==> src/rtl/mmio_if.sv <==
// mmio_if: core data-port bus between the CPU core, the MMIO controller and
// data memory. The master modport is the core/memory side, the slave modport
// is the controller side.
interface mmio_if #(
  parameter int ADDR_SIZE = 8,
  parameter int DATA_SIZE = 8
);
  logic                 rdEn;
  logic                 wrEn;
  logic [ADDR_SIZE-1:0] addr;
  logic [DATA_SIZE-1:0] wrData;
  logic [DATA_SIZE-1:0] rdDataMem;
  logic [DATA_SIZE-1:0] rdData;
  logic                 memRdEn;
  logic                 memWrEn;

  modport master (
    output rdEn, wrEn, addr, wrData, rdDataMem,
    input  rdData, memRdEn, memWrEn
  );

  modport slave (
    input  rdEn, wrEn, addr, wrData, rdDataMem,
    output rdData, memRdEn, memWrEn
  );
endinterface

==> src/rtl/mmio_ctrl.sv <==
// mmio_ctrl: decodes the core data address and routes each access either to
// FPGA I/O (switches, buttons, LEDs, seven-segment nibbles) or to data memory.
// Inputs are two-flop synchronised; button rising edges set sticky
// clear-on-read press flags. Reads have one cycle of latency for both targets.
// Optional feature macro: IO_DEBOUNCE_EN (button debounce counters).
module mmio_ctrl #(
  parameter int                   ADDR_SIZE  = 8,
  parameter int                   DATA_SIZE  = 8,
  parameter int                   SW_WIDTH   = 8,
  parameter int                   NUM_BTN    = 4,
  parameter int                   NUM_LD     = 8,
  parameter int                   NUM_SSD    = 4,
  parameter logic [ADDR_SIZE-1:0] IN_BASE    = 8'he0,
  parameter logic [ADDR_SIZE-1:0] LD_BASE    = 8'hf0,
  parameter logic [ADDR_SIZE-1:0] SSD_BASE   = 8'hfa,
  parameter int                   DEB_CYCLES = 16
) (
  input  logic                 clk,
  input  logic                 reset,
  mmio_if.slave                bus,
  input  logic [SW_WIDTH-1:0]  sw,
  input  logic [NUM_BTN-1:0]   btn,
  output logic [NUM_LD-1:0]    ld,
  output logic [4*NUM_SSD-1:0] ssd,
  output logic [NUM_BTN-1:0]   btnPress
);
  // Input window: switches, then button levels, then press flags.
  localparam logic [ADDR_SIZE-1:0] IN_LEN  = ADDR_SIZE'(1 + 2 * NUM_BTN);
  localparam logic [ADDR_SIZE-1:0] LD_LEN  = ADDR_SIZE'(NUM_LD);
  localparam logic [ADDR_SIZE-1:0] SSD_LEN = ADDR_SIZE'(NUM_SSD);

  logic [SW_WIDTH-1:0]  sw_s1_q, sw_s1_d, sw_s2_q, sw_s2_d;
  logic [NUM_BTN-1:0]   btn_s1_q, btn_s1_d, btn_s2_q, btn_s2_d;
  logic [NUM_BTN-1:0]   btn_lvl;
  logic [NUM_BTN-1:0]   prev_q, prev_d;
  logic [NUM_BTN-1:0]   press_q, press_d;
  logic [NUM_LD-1:0]    ld_q, ld_d;
  logic [4*NUM_SSD-1:0] ssd_q, ssd_d;
  logic                 sel_mem_q, sel_mem_d;
  logic [DATA_SIZE-1:0] io_rd_q, io_rd_d;

  logic [ADDR_SIZE-1:0] in_off, ld_off, ssd_off;
  logic                 in_hit, ld_hit, ssd_hit, mapped;
  logic [DATA_SIZE-1:0] io_val;

  // Only wrData[3:0] carries information for the I/O registers.
  logic unused_wr_bits;
  assign unused_wr_bits = ^bus.wrData;

  // Address decode: offset from each window base plus an in-range test.
  always_comb begin
    in_off  = bus.addr - IN_BASE;
    ld_off  = bus.addr - LD_BASE;
    ssd_off = bus.addr - SSD_BASE;
    in_hit  = (bus.addr >= IN_BASE)  && (in_off  < IN_LEN);
    ld_hit  = (bus.addr >= LD_BASE)  && (ld_off  < LD_LEN);
    ssd_hit = (bus.addr >= SSD_BASE) && (ssd_off < SSD_LEN);
    mapped  = in_hit || ld_hit || ssd_hit;
  end

  assign bus.memRdEn = bus.rdEn & ~mapped;
  assign bus.memWrEn = bus.wrEn & ~mapped;

`ifdef IO_DEBOUNCE_EN
  localparam int CNT_W = $clog2(DEB_CYCLES + 1);

  logic [NUM_BTN-1:0][CNT_W-1:0] deb_cnt_q, deb_cnt_d;
  logic [NUM_BTN-1:0]            deb_lvl_q, deb_lvl_d;

  // Debounce: count consecutive cycles where the input disagrees with the level.
  always_comb begin
    deb_cnt_d = deb_cnt_q;
    deb_lvl_d = deb_lvl_q;
    for (int i = 0; i < NUM_BTN; i++) begin
      if (btn_s2_q[i] == deb_lvl_q[i]) begin
        deb_cnt_d[i] = '0;
      end else if (deb_cnt_q[i] == CNT_W'(DEB_CYCLES - 1)) begin
        deb_lvl_d[i] = ~deb_lvl_q[i];
        deb_cnt_d[i] = '0;
      end else begin
        deb_cnt_d[i] = deb_cnt_q[i] + 1'b1;
      end
    end
  end

  // Debounce state registers.
  always_ff @(posedge clk) begin
    if (!reset) begin
      deb_cnt_q <= '0;
      deb_lvl_q <= '0;
    end else begin
      deb_cnt_q <= deb_cnt_d;
      deb_lvl_q <= deb_lvl_d;
    end
  end

  assign btn_lvl = deb_lvl_q;
`else
  localparam int unused_deb_cycles = DEB_CYCLES;

  assign btn_lvl = btn_s2_q;
`endif

  // Value an I/O read would return for the current address.
  always_comb begin
    io_val = '0;
    if (in_hit) begin
      if (in_off == '0) io_val = DATA_SIZE'(sw_s2_q);
      for (int i = 0; i < NUM_BTN; i++) begin
        if (in_off == ADDR_SIZE'(1 + i))           io_val = DATA_SIZE'(btn_lvl[i]);
        if (in_off == ADDR_SIZE'(1 + NUM_BTN + i)) io_val = DATA_SIZE'(press_q[i]);
      end
    end else if (ld_hit) begin
      for (int i = 0; i < NUM_LD; i++)
        if (ld_off == ADDR_SIZE'(i)) io_val = DATA_SIZE'(ld_q[i]);
    end else if (ssd_hit) begin
      for (int j = 0; j < NUM_SSD; j++)
        if (ssd_off == ADDR_SIZE'(j)) io_val = DATA_SIZE'(ssd_q[4*j +: 4]);
    end
  end

  // Next state: synchronisers, output registers, press flags, read path.
  always_comb begin
    sw_s1_d   = sw;
    sw_s2_d   = sw_s1_q;
    btn_s1_d  = btn;
    btn_s2_d  = btn_s1_q;
    ld_d      = ld_q;
    ssd_d     = ssd_q;
    prev_d    = btn_lvl;
    press_d   = press_q;
    sel_mem_d = sel_mem_q;
    io_rd_d   = io_rd_q;

    if (bus.wrEn && ld_hit) begin
      for (int i = 0; i < NUM_LD; i++)
        if (ld_off == ADDR_SIZE'(i)) ld_d[i] = bus.wrData[0];
    end
    if (bus.wrEn && ssd_hit) begin
      for (int j = 0; j < NUM_SSD; j++)
        if (ssd_off == ADDR_SIZE'(j)) ssd_d[4*j +: 4] = bus.wrData[3:0];
    end

    // A rising edge wins over a clear-on-read in the same cycle.
    for (int i = 0; i < NUM_BTN; i++) begin
      if (bus.rdEn && in_hit && (in_off == ADDR_SIZE'(1 + NUM_BTN + i)))
        press_d[i] = 1'b0;
      if (btn_lvl[i] && !prev_q[i])
        press_d[i] = 1'b1;
    end

    if (bus.rdEn) begin
      sel_mem_d = ~mapped;
      if (mapped) io_rd_d = io_val;
    end
  end

  // State registers with synchronous active-low reset.
  always_ff @(posedge clk) begin
    if (!reset) begin
      sw_s1_q   <= '0;
      sw_s2_q   <= '0;
      btn_s1_q  <= '0;
      btn_s2_q  <= '0;
      ld_q      <= '0;
      ssd_q     <= '0;
      prev_q    <= '0;
      press_q   <= '0;
      sel_mem_q <= 1'b0;
      io_rd_q   <= '0;
    end else begin
      sw_s1_q   <= sw_s1_d;
      sw_s2_q   <= sw_s2_d;
      btn_s1_q  <= btn_s1_d;
      btn_s2_q  <= btn_s2_d;
      ld_q      <= ld_d;
      ssd_q     <= ssd_d;
      prev_q    <= prev_d;
      press_q   <= press_d;
      sel_mem_q <= sel_mem_d;
      io_rd_q   <= io_rd_d;
    end
  end

  assign bus.rdData = sel_mem_q ? bus.rdDataMem : io_rd_q;
  assign ld         = ld_q;
  assign ssd        = ssd_q;
  assign btnPress   = press_q;
endmodule

==> src/flat_wrapper.sv <==
// flat-port wrapper written by rule: the top's interface ports become plain ports
module mmio_ctrl_flat 
#(
  parameter int                   ADDR_SIZE  = 8,
  parameter int                   DATA_SIZE  = 8,
  parameter int                   SW_WIDTH   = 8,
  parameter int                   NUM_BTN    = 4,
  parameter int                   NUM_LD     = 8,
  parameter int                   NUM_SSD    = 4,
  parameter logic [ADDR_SIZE-1:0] IN_BASE    = 8'he0,
  parameter logic [ADDR_SIZE-1:0] LD_BASE    = 8'hf0,
  parameter logic [ADDR_SIZE-1:0] SSD_BASE   = 8'hfa,
  parameter int                   DEB_CYCLES = 16
)
  (clk, reset, sw, btn, ld, ssd, btnPress, bus_rdEn, bus_wrEn, bus_addr, bus_wrData, bus_rdDataMem, bus_rdData, bus_memRdEn, bus_memWrEn);
  mmio_if #(.ADDR_SIZE(ADDR_SIZE), .DATA_SIZE(DATA_SIZE)) bus_i ();
  input  logic clk;
  input  logic reset;
  input  logic [SW_WIDTH-1:0] sw;
  input  logic [NUM_BTN-1:0] btn;
  output logic [NUM_LD-1:0] ld;
  output logic [4*NUM_SSD-1:0] ssd;
  output logic [NUM_BTN-1:0] btnPress;
  input wire logic [$bits(bus_i.rdEn)-1:0] bus_rdEn;
  input wire logic [$bits(bus_i.wrEn)-1:0] bus_wrEn;
  input wire logic [$bits(bus_i.addr)-1:0] bus_addr;
  input wire logic [$bits(bus_i.wrData)-1:0] bus_wrData;
  input wire logic [$bits(bus_i.rdDataMem)-1:0] bus_rdDataMem;
  output wire logic [$bits(bus_i.rdData)-1:0] bus_rdData;
  output wire logic [$bits(bus_i.memRdEn)-1:0] bus_memRdEn;
  output wire logic [$bits(bus_i.memWrEn)-1:0] bus_memWrEn;
  assign bus_i.rdEn = bus_rdEn;
  assign bus_i.wrEn = bus_wrEn;
  assign bus_i.addr = bus_addr;
  assign bus_i.wrData = bus_wrData;
  assign bus_i.rdDataMem = bus_rdDataMem;
  assign bus_rdData = bus_i.rdData;
  assign bus_memRdEn = bus_i.memRdEn;
  assign bus_memWrEn = bus_i.memWrEn;
  mmio_ctrl #(.ADDR_SIZE(ADDR_SIZE), .DATA_SIZE(DATA_SIZE), .SW_WIDTH(SW_WIDTH), .NUM_BTN(NUM_BTN), .NUM_LD(NUM_LD), .NUM_SSD(NUM_SSD), .IN_BASE(IN_BASE), .LD_BASE(LD_BASE), .SSD_BASE(SSD_BASE), .DEB_CYCLES(DEB_CYCLES)) u_core (.clk(clk), .reset(reset), .bus(bus_i), .sw(sw), .btn(btn), .ld(ld), .ssd(ssd), .btnPress(btnPress));
endmodule
==> config.mk <==
export PLATFORM = sky130hd
export DESIGN_NAME = mmio_ctrl_flat
export DESIGN_NICKNAME = d
export VERILOG_FILES = /design/src/rtl/mmio_if.sv /design/src/rtl/mmio_ctrl.sv /design/src/flat_wrapper.sv
export SDC_FILE = /design/constraint.sdc
export NUM_CORES = 1
export LEC_CHECK = 0
export BUFFER_PORTS_ARGS = -buffer_cell sky130_fd_sc_hd__buf_2
export CORE_MARGIN = 3
export CORE_UTILIZATION = 30
export DETAILED_ROUTE_END_ITERATION = 7
export GPL_ROUTABILITY_DRIVEN = 1
export SLEW_MARGIN = 20
export SYNTH_ARGS = -nofsm -noshare
export SYNTH_HDL_FRONTEND = slang
export SYNTH_SLANG_ARGS = --single-unit
==> constraint.sdc <==
create_clock -name clk -period 2.47 [get_ports clk]
set_input_delay 0.3705 -clock clk [delete_from_list [all_inputs] [get_ports clk]]
set_output_delay 0.3705 -clock clk [all_outputs]
set_load 0.02 [all_outputs]
==> results_dict.tcl, run 1 <==
set metrics [dict create \
    fp.coreArea_mm2 0.00898 \
    fin_nets 422 \
    grt_pass1_wl_um 11500 \
    final_layout_size_suffix_gt1_share_pct 33.5 \
    r2r_end "u_core.io_rd_q[0]" \
    critPathRequiredTime_ns 2.10 \
    path_class "primary input to output port" \
    place_congestion 0.878 \
    yosys-top-cells-count "dfxtp_1, nor2_1, and2_1, mux2i_1, nand2_1" \
    post_synth.cell_area_avg_um2 9.64 \
    start_util_pct 31.8 \
    yosysWarnings 0 \
    synth_top_area_cell "dfxtp_1" \
    cts_root_buffer "clkbuf_8" \
    status "finished with violations" \
    area_growth_pct 29.3 \
    power_leakage_nw 1.69 \
    synth-simple-area-share_pct 22.5 \
    synth_xor_area_share_pct 0.614 \
    yosys-top-cells-area "dfxtp_1, mux2i_1, and2_1, nor2_1, mux2_2" \
    cts_buffer_depth 2 \
    placementRows 34 \
    muxShareOfSynthArea_pct 17.1 \
    syn-num-nets 338 \
    viasPerCell 4.59 \
    fp.dieW_um 104 \
    drtIter0Drc 109 \
    yosysSeqAreaShare_pct 45.6 \
    end_kind "output port" \
    synth_edf_count 0 \
    r2r-start "u_core.ld[3]" \
    port-buffer-count 73 \
    max-cap-violations 0 \
    grt_pass1_vias 2307 \
    slew_headroom_pct 70.8 \
    grt-ovfl-total 0 \
    fp.dieArea_mm2 0.0107 \
    wire_per_inst_um 13.9 \
    synth_compound_area_share_pct 9.82 \
    synth_top_family_by_area "simple AND/OR/NAND/NOR gates" \
    regToRegSetupSlack_ns 0.95 \
    global_route.usage.total_pct 13.4 \
    synthAdderAreaFrac_pct 0.877 \
    fill_cells 903 \
    netlist_instances 296 \
    rsz0062_at_grt "true" \
    hold_path.class "primary input to flop" \
    ctsHoldBuffers 0 \
    crit_path_end "bus_memRdEn" \
    synth.most_common_cell "dfxtp_1" \
    final_util_pct 41.1 \
    drv_slew 0 \
    grt_max_degree 30 \
    worst_pin_slew_ns 0.437 \
    hold_viol 0 \
    violations "setup timing" \
    startpoint "bus_addr[1]" \
    netlist_area_mm2 0.00285 \
    layout_min_cycle_time_ns 2.48 \
    setup_tns_ns -0.0202 \
    async_reset_ff_share_pct 0 \
    ys_ff_latch 65 \
    routed_wirelength_um 7110 \
    vias 2343 \
    crit_path_start_kind "primary input" \
    yosysUniqueCellTypes 49 \
    remaining_drc_errors 0 \
    cts_buffers 9 \
    diodes 0 \
    dr.pass1.iters 4 \
    cts_tree "done" \
    h-tree-depth 3 \
    fmax_mhz 403 \
    yosys.area.top_type_share_pct 45.6 \
    die_y_um 104 \
    r2r_cells 5 \
    ant_nets 0 \
    synthFlopType "dfxtp_1" \
    clk_latency_ns 0.34 \
    clock-sinks 65 \
    worstPathArrival_ns 2.11 \
    hpwl_um 5320 \
    clkSlewWorstSetupHoldPaths_ns 0.08 \
    path_max_fanout 3 \
    finClkSkew_ns 0.00857 \
    powerDensity_mw_per_mm2 621 \
    fin_crit_sh_pct 100 \
    setup_viol 2 \
    worst_slack_ns -0.0107 \
    ios 78 \
    antenna_found_initial 0 \
    ir_worst_vdd_v 0.000408 \
]
layer usage:
| layer | wire, µm | part of all wire, % | GRT usage (%) | vias to the layer above |
|---|---|---|---|---|
| met1 | 3370 | 47 | 16.9 | 1085 |
| met5 | 0 | 0 | 0 | - |
| met2 | 3260 | 46 | 21.5 | 63 |
| li1 | - | - | - | 1188 |
| met4 | 79 | 1.1 | 5.22 | 0 |
| met3 | 399 | 5.6 | 4.04 | 7 |
placed cells by master (no fill, tap or decap), types with 3 or more instances in the layout:
cell type	count
mux2i_1	27
nor3_1	7
nand2_1	19
inv_1	8
nand2b_1	6
buf_4	14
buf_6	4
mux2_2	9
nand3_1	6
mux4_2	4
nor2_1	39
and2_1	28
o211ai_1	3
clkbuf_8	9
a21oi_1	11
buf_2	69
o21ai_1	3
o21ai_0	8
dfxtp_1	65
report_power, final:
group	switching, W	leakage, nW	internal [W]
Clock	0.000434	0.116	0.000580
Combinational	0.000107	1.05	0.0000834
Sequential	0.0000128	0.530	0.00107
Total	0.000554	1.69	0.00174
kinds of logic after synthesis:
kind of cell,Yosys count
and+or+nand+nor,124
DFF,65
muxes,41
AOI/OAI and AO/OA,39
buffers and inverters,23
xor gates and xnor gates,2
adders and majority gates,2
repair_timing:
action / 4_1_cts / 5_1_grt
pin swaps: 0 / 6
setup endpoints to repair: 2 / 2
setup buffers: 0 / 1
resized for setup: 3 / 6
state kept, by name, summed over array words and instances (netlist names):
register,count
u_core.btnPress,4
u_core.btn_lvl,4
u_core.btn_s1_q,4
u_core.io_rd_q,8
u_core.ld,8
u_core.prev_q,4
u_core.sel_mem_q,1
u_core.ssd,16
u_core.sw_s1_q,8
u_core.sw_s2_q,8
area by class of cell:
type | instances | area (µm²) | area share (%)
multi-input combinational | 208 | 1470 | 39.9
sequential | 65 | 1300 | 35.3
timing repair buffer | 87 | 495 | 13.4
tap | 126 | 158 | 4.28
clock buffer | 9 | 124 | 3.36
clock inverter | 7 | 103 | 2.78
inverter | 9 | 33.8 | 0.916
metrics by stage:
stage | area, µm² | power (W) | cells | hold slack (ns) | setup WS (ns)
2_1_floorplan | 2870 | 0.00122 | 296 | 0.412 | 0.0577
5_1_grt | 3690 | 0.00238 | 511 | 0.210 | -0.0655
3_5_place_dp | 3420 | 0.00130 | 494 | 0.421 | -0.0599
4_1_cts | 3660 | 0.00231 | 510 | 0.211 | -0.00602
6_report | 3690 | 0.00229 | 511 | 0.227 | -0.0107
3_3_place_gp | 3420 | 0.00129 | 494 | 0.415 | -0.00153
worst min-delay path by stage:
stage,start,endpoint,slack (ns),cells past startpoint
finish,sw[4],u_core.sw_s1_q[4],0.23,2
global route,sw[1],u_core.sw_s1_q[1],0.21,2
CTS,sw[4],u_core.sw_s1_q[4],0.21,2
detailed placement,u_core.btn_s1_q[2],u_core.btn_lvl[2],0.42,1
global placement,u_core.btn_s1_q[1],u_core.btn_lvl[1],0.42,1
floorplan,u_core.btn_s1_q[0],u_core.btn_lvl[0],0.41,1
worst max-delay path, cell delays in order:
cell	delay, ns
buf_6	0.09
or3_4	0.38
or4b_4	0.57
a221oi_4	0.33
nor2_2	0.09
and2_4	0.15
buf_6	0.12
(Power assumes the default switching activity.)
==> inputs of run 2 (changes only) <==
--- a/config.mk
+++ b/config.mk
@@ -7,7 +7,7 @@
 export LEC_CHECK = 0
 export BUFFER_PORTS_ARGS = -buffer_cell sky130_fd_sc_hd__buf_2
 export CORE_MARGIN = 3
-export CORE_UTILIZATION = 30
+export CORE_UTILIZATION = 35
 export DETAILED_ROUTE_END_ITERATION = 7
 export GPL_ROUTABILITY_DRIVEN = 1
 export SLEW_MARGIN = 20
==> run 2 against run 1 <==
  * Clock skew grew 0.0024 ns
  * The run now ends clean
  * Sequential power is essentially flat
  * Die area shrank 13%
  * Highest routed layer unchanged
  * Critical path depth is the same
  * Total power grew 4.8%
  * Final cell count shrank 4.3%
  * Final area grew 0.24%
==> results_dict.tcl, run 2 (synthesis results as in run 1) <==
set metrics [dict create \
    status "finished, final reports clean" \
    wire_per_inst_um 14.0 \
    fin_nets 424 \
    fp.coreArea_mm2 0.00781 \
    cts_root_buffer "clkbuf_8" \
    power_leakage_nw 1.71 \
    place_congestion 0.883 \
    fp.dieArea_mm2 0.00927 \
    port-buffer-count 73 \
    clk_latency_ns 0.35 \
    drv_slew 0 \
    fp.dieW_um 96.3 \
    layout_min_cycle_time_ns 2.47 \
    cts_buffers 9 \
    final_layout_size_suffix_gt1_share_pct 33.9 \
    die_y_um 96.3 \
    grt_pass1_vias 2190 \
    largest_reg_flops 16 \
    holdWs_ns 0.223 \
    fill_cells 765 \
    viasPerCell 4.75 \
    hold_viol 0 \
    cts_buffer_depth 2 \
    hold_path.class "primary input to flop" \
    worst_pin_slew_ns 0.424 \
    grt_max_degree 30 \
    antenna_found_initial 0 \
    setup_viol 0 \
    drtIter0Drc 103 \
    fin_crit_sh_pct 100 \
    seq_area_mm2 0.00130 \
    placementRows 32 \
    remaining_drc_errors 0 \
    path_max_fanout 3 \
    mostFrequentLayoutCell "buf_2" \
    ant_nets 0 \
    critPathRequiredTime_ns 2.10 \
    final_util_pct 47.3 \
    start_util_pct 36.5 \
    clock-sinks 65 \
    grt-ovfl-total 0 \
    area_growth_pct 29.6 \
    powerDensity_mw_per_mm2 649 \
    ir_worst_vdd_v 0.000349 \
    rsz0062_at_grt "true" \
    min_path_cells 2 \
    worstPathArrival_ns 2.10 \
    crit_path_start_kind "primary input" \
    cts_tree "done" \
    dr.pass1.iters 4 \
    grt_pass1_wl_um 11000 \
    routed_wirelength_um 6840 \
    hpwl_um 5070 \
    r2r_cells 5 \
    fmax_mhz 405 \
    finClkSkew_ns 0.0110 \
    layout_common_cells "buf_2, dfxtp_1, nor2_1" \
    vias 2321 \
    multi_input_area_mm2 0.00147 \
    diodes 0 \
    ios 78 \
    slew_headroom_pct 71.7 \
    p_total_w 0.00240 \
    h-tree-depth 3 \
    max-cap-violations 0 \
    global_route.usage.total_pct 15.7 \
    clkSlewWorstSetupHoldPaths_ns 0.08 \
    path_class "primary input to output port" \
    end_kind "output port" \
    ctsHoldBuffers 0 \
]
==> run 2: cell count changes in the layout (fill, tap and decap cells not counted), sizes merged <==
cell	change
bufinv	+1
buf	+2
clkinvlp	+1
clkinv	-2
==> run 2: path summary, 6_finish.rpt <==
kind / start / to / slack (ns)
max: bus_addr[1] / bus_memWrEn / 0.0008
min: sw[4] / u_core.sw_s1_q[4] / 0.22
max reg2reg: u_core.ld[3] / u_core.io_rd_q[0] / 0.95
min reg2reg: u_core.sw_s1_q[6] / u_core.sw_s2_q[6] / 0.42
==> run 2: through the flow <==
stage / worst slack, ns / cells / TNS, ns / area [µm²]
detailed placement: -0.0276 / 470 / -0.0669 / 3390
CTS: -0.0150 / 487 / -0.0150 / 3660
global route: -0.0495 / 489 / -0.0959 / 3700
finish: 0.000824 / 489 / 0 / 3700
floorplan: 0.0577 / 296 / 0 / 2870
global placement: -0.00816 / 470 / -0.0135 / 3390
==> run 2: critical path, stage by stage <==
cell	delay, ns
buf_6	0.09
or3_4	0.39
or4b_4	0.57
a221oi_4	0.32
nor2_2	0.09
and2_4	0.15
buf_6	0.12
==> run 2: power by group <==
part	switching (W)	leakage, nW	internal, W
registers	0.0000125	0.530	0.00107
clock network	0.000440	0.122	0.000682
logic	0.000107	1.06	0.0000843
total	0.000559	1.71	0.00184
==> run 2: routing by layer <==
layer | part of all wire (%) | wire, µm | track usage (%)
met2 | 44 | 3040 | 23.5
met5 | 0 | 0 | 0
met3 | 5.6 | 386 | 4.53
met4 | 1.4 | 97 | 6.16
met1 | 48 | 3310 | 21.3
==> run 2: layout make-up <==
| class | instances | area share (%) |
|---|---|---|
| flip-flops and latches | 65 | 35.2 |
| well taps | 102 | 3.45 |
| repair buffers | 89 | 13.8 |
| inverters | 9 | 0.914 |
| clock buffers | 9 | 3.35 |
| multi-input cells | 208 | 39.8 |
| clock inverters | 7 | 3.42 |
==> run 2: timing repair <==
| action | CTS | global route |
|---|---|---|
| endpoints found under the setup margin | 2 | 2 |
| pin swaps | 1 | 6 |
| resized for setup | 3 | 6 |
| buffers inserted | 1 | 2 |
==> inputs of run 3 (changes only) <==
==> constraint.sdc (replaced) <==
create_clock -name clk -period 2.75 [get_ports clk]
set_input_delay 0.4125 -clock clk [delete_from_list [all_inputs] [get_ports clk]]
set_output_delay 0.4125 -clock clk [all_outputs]
set_load 0.02 [all_outputs]
==> run 3 against run 2 <==
  * Final cell count decreased by 1.6%
  * Critical path type unchanged
  * Largest power group is now registers
  * Largest cell class unchanged
  * Clock-buffer cell count stayed put
  * Total power fell by 24%
  * Utilization is 2.4 points lower
  * Non-clock buffer count is 8 lower
  * Setup slack better by 0.14 ns
  * Clock power down 38%
  * Critical endpoint unchanged
  * Final area fell by 5.0%
==> results_dict.tcl, run 3 (synthesis results as in run 1) <==
set metrics [dict create \
    cts_buffers 9 \
    crit_path_start_kind "primary input" \
    powerDensity_mw_per_mm2 522 \
    fill_cells 788 \
    ios 78 \
    fmax_mhz 383 \
    vias 2300 \
    cts_resized 0 \
    cts_buffer_depth 2 \
    viasPerCell 4.78 \
    drtIter0Drc 110 \
    setup_tns_ns 0 \
    finClkSkew_ns 0.00353 \
    area_growth_pct 23.1 \
    global_route.usage.total_pct 15.0 \
    fp.dieArea_mm2 0.00927 \
    ant_nets 0 \
    power_switching_w 0.000476 \
    hold_path.class "primary input to flop" \
    remaining_drc_errors 0 \
    drv_slew 0 \
    ir_worst_vdd_v 0.000253 \
    place_congestion 0.911 \
    layout_min_cycle_time_ns 2.61 \
    grt_pass1_wl_um 10500 \
    max-cap-violations 0 \
    clock-sinks 65 \
    worstPathArrival_ns 2.20 \
    seq_power_share_pct 53.2 \
    grt_max_degree 38 \
    cts_root_buffer "clkbuf_8" \
    cts_tree "done" \
    diodes 0 \
    path_max_fanout 3 \
    p_sw_share_pct 26.0 \
    ctsHoldBuffers 0 \
    largest_reg_flops 16 \
    start_util_pct 36.5 \
    p_clk_share_pct 38.1 \
    wire_per_inst_um 13.9 \
    critPathRequiredTime_ns 2.34 \
    h-tree-depth 3 \
    hold_viol 0 \
    fp.dieW_um 96.3 \
    rsz0062_at_grt "false" \
    seq_area_mm2 0.00130 \
    antenna_found_initial 0 \
    clkSlewWorstSetupHoldPaths_ns 0.07 \
    port-buffer-count 73 \
    grt_pass1_vias 2135 \
    worst_pin_slew_ns 0.690 \
    final_cell_area_mm2 0.00351 \
    grt-ovfl-total 0 \
    clk_latency_ns 0.33 \
    placed_cell_area_mm2 0.00334 \
    end_kind "output port" \
    routed_wirelength_um 6670 \
    multi_input_area_mm2 0.00145 \
    post_cts_buffers 0 \
    fp.coreArea_mm2 0.00781 \
    die_y_um 96.3 \
    dr.pass1.iters 5 \
    setup_viol 0 \
    layout_common_cells "buf_2, dfxtp_1, nor2_1" \
    fin_nets 416 \
    p_int_w 0.00136 \
    hpwl_um 4830 \
    status "finished, final reports clean" \
    power_leakage_nw 1.63 \
    slew_headroom_pct 53.9 \
    combPwrFrac_pct 8.7 \
    path_class "primary input to output port" \
    placementRows 32 \
    mostFrequentLayoutCell "buf_2" \
    fin_crit_sh_pct 95.0 \
    final_layout_size_suffix_gt1_share_pct 31.7 \
]
-- run 3: final timing paths --
kind                            from            endpoint  slack [ns]  depth (start not counted)
setup / recovery         bus_addr[2]         bus_memWrEn        0.14                          7
hold / removal                btn[2]  u_core.btn_s1_q[2]        0.28                          2
setup reg to reg        u_core.ld[3]   u_core.io_rd_q[0]        1.22                          5
hold reg to reg   u_core.btn_s1_q[3]   u_core.btn_lvl[3]        0.43                          1
-- run 3: through the flow --
step / instances / hold WS, ns / power (W) / setup slack [ns] / util (%)
after CTS: 481 / 0.262 / 0.00186 / 0.120 / 45.0
after detailed placement: 465 / 0.418 / 0.00116 / 0.0723 / 42.8
final: 481 / 0.277 / 0.00183 / 0.137 / 45.0
after floorplan: 296 / 0.412 / 0.00109 / 0.152 / -
after global placement: 465 / 0.414 / 0.00115 / 0.125 / 42.8
after global routing: 481 / 0.262 / 0.00192 / 0.0356 / 45.0
-- run 3: power groups by stage --
stage                     Combinational (W)  Clock, W  Sequential (W)
final                              0.000160  0.000697        0.000975
after global routing               0.000177  0.000763        0.000977
after CTS                          0.000161  0.000723        0.000975
after detailed placement           0.000161         0        0.000997
after global placement             0.000159         0        0.000996
after floorplan                   0.0000981         0        0.000995
-- run 3: cell type report --
| cell class | count | area share [%] |
|---|---|---|
| clock buffers | 9 | 3.53 |
| flip-flops and latches | 65 | 37.1 |
| clock inverters | 7 | 1.32 |
| well taps | 102 | 3.64 |
| repair buffers | 81 | 12.1 |
| multi-input cells | 208 | 41.4 |
| inverters | 9 | 0.962 |
-- run 3: critical path, stage by stage --
cell and delay (ns):
buf_2 0.10, or3_4 0.38, or4b_4 0.52, a221oi_4 0.33, nor2_1 0.11, and2_1 0.19, buf_2 0.15
-- run 3: metal layers --
| metal | wire length (µm) | up-vias | share of wire (%) | global-route usage [%] |
|---|---|---|---|---|
| met5 | 0 | - | 0 | 0 |
| met4 | 104 | 0 | 1.6 | 7.35 |
| met3 | 405 | 9 | 6.1 | 3.83 |
| met2 | 2880 | 69 | 43 | 21.1 |
| met1 | 3280 | 1045 | 49 | 21.1 |
| li1 | - | 1177 | - | - |
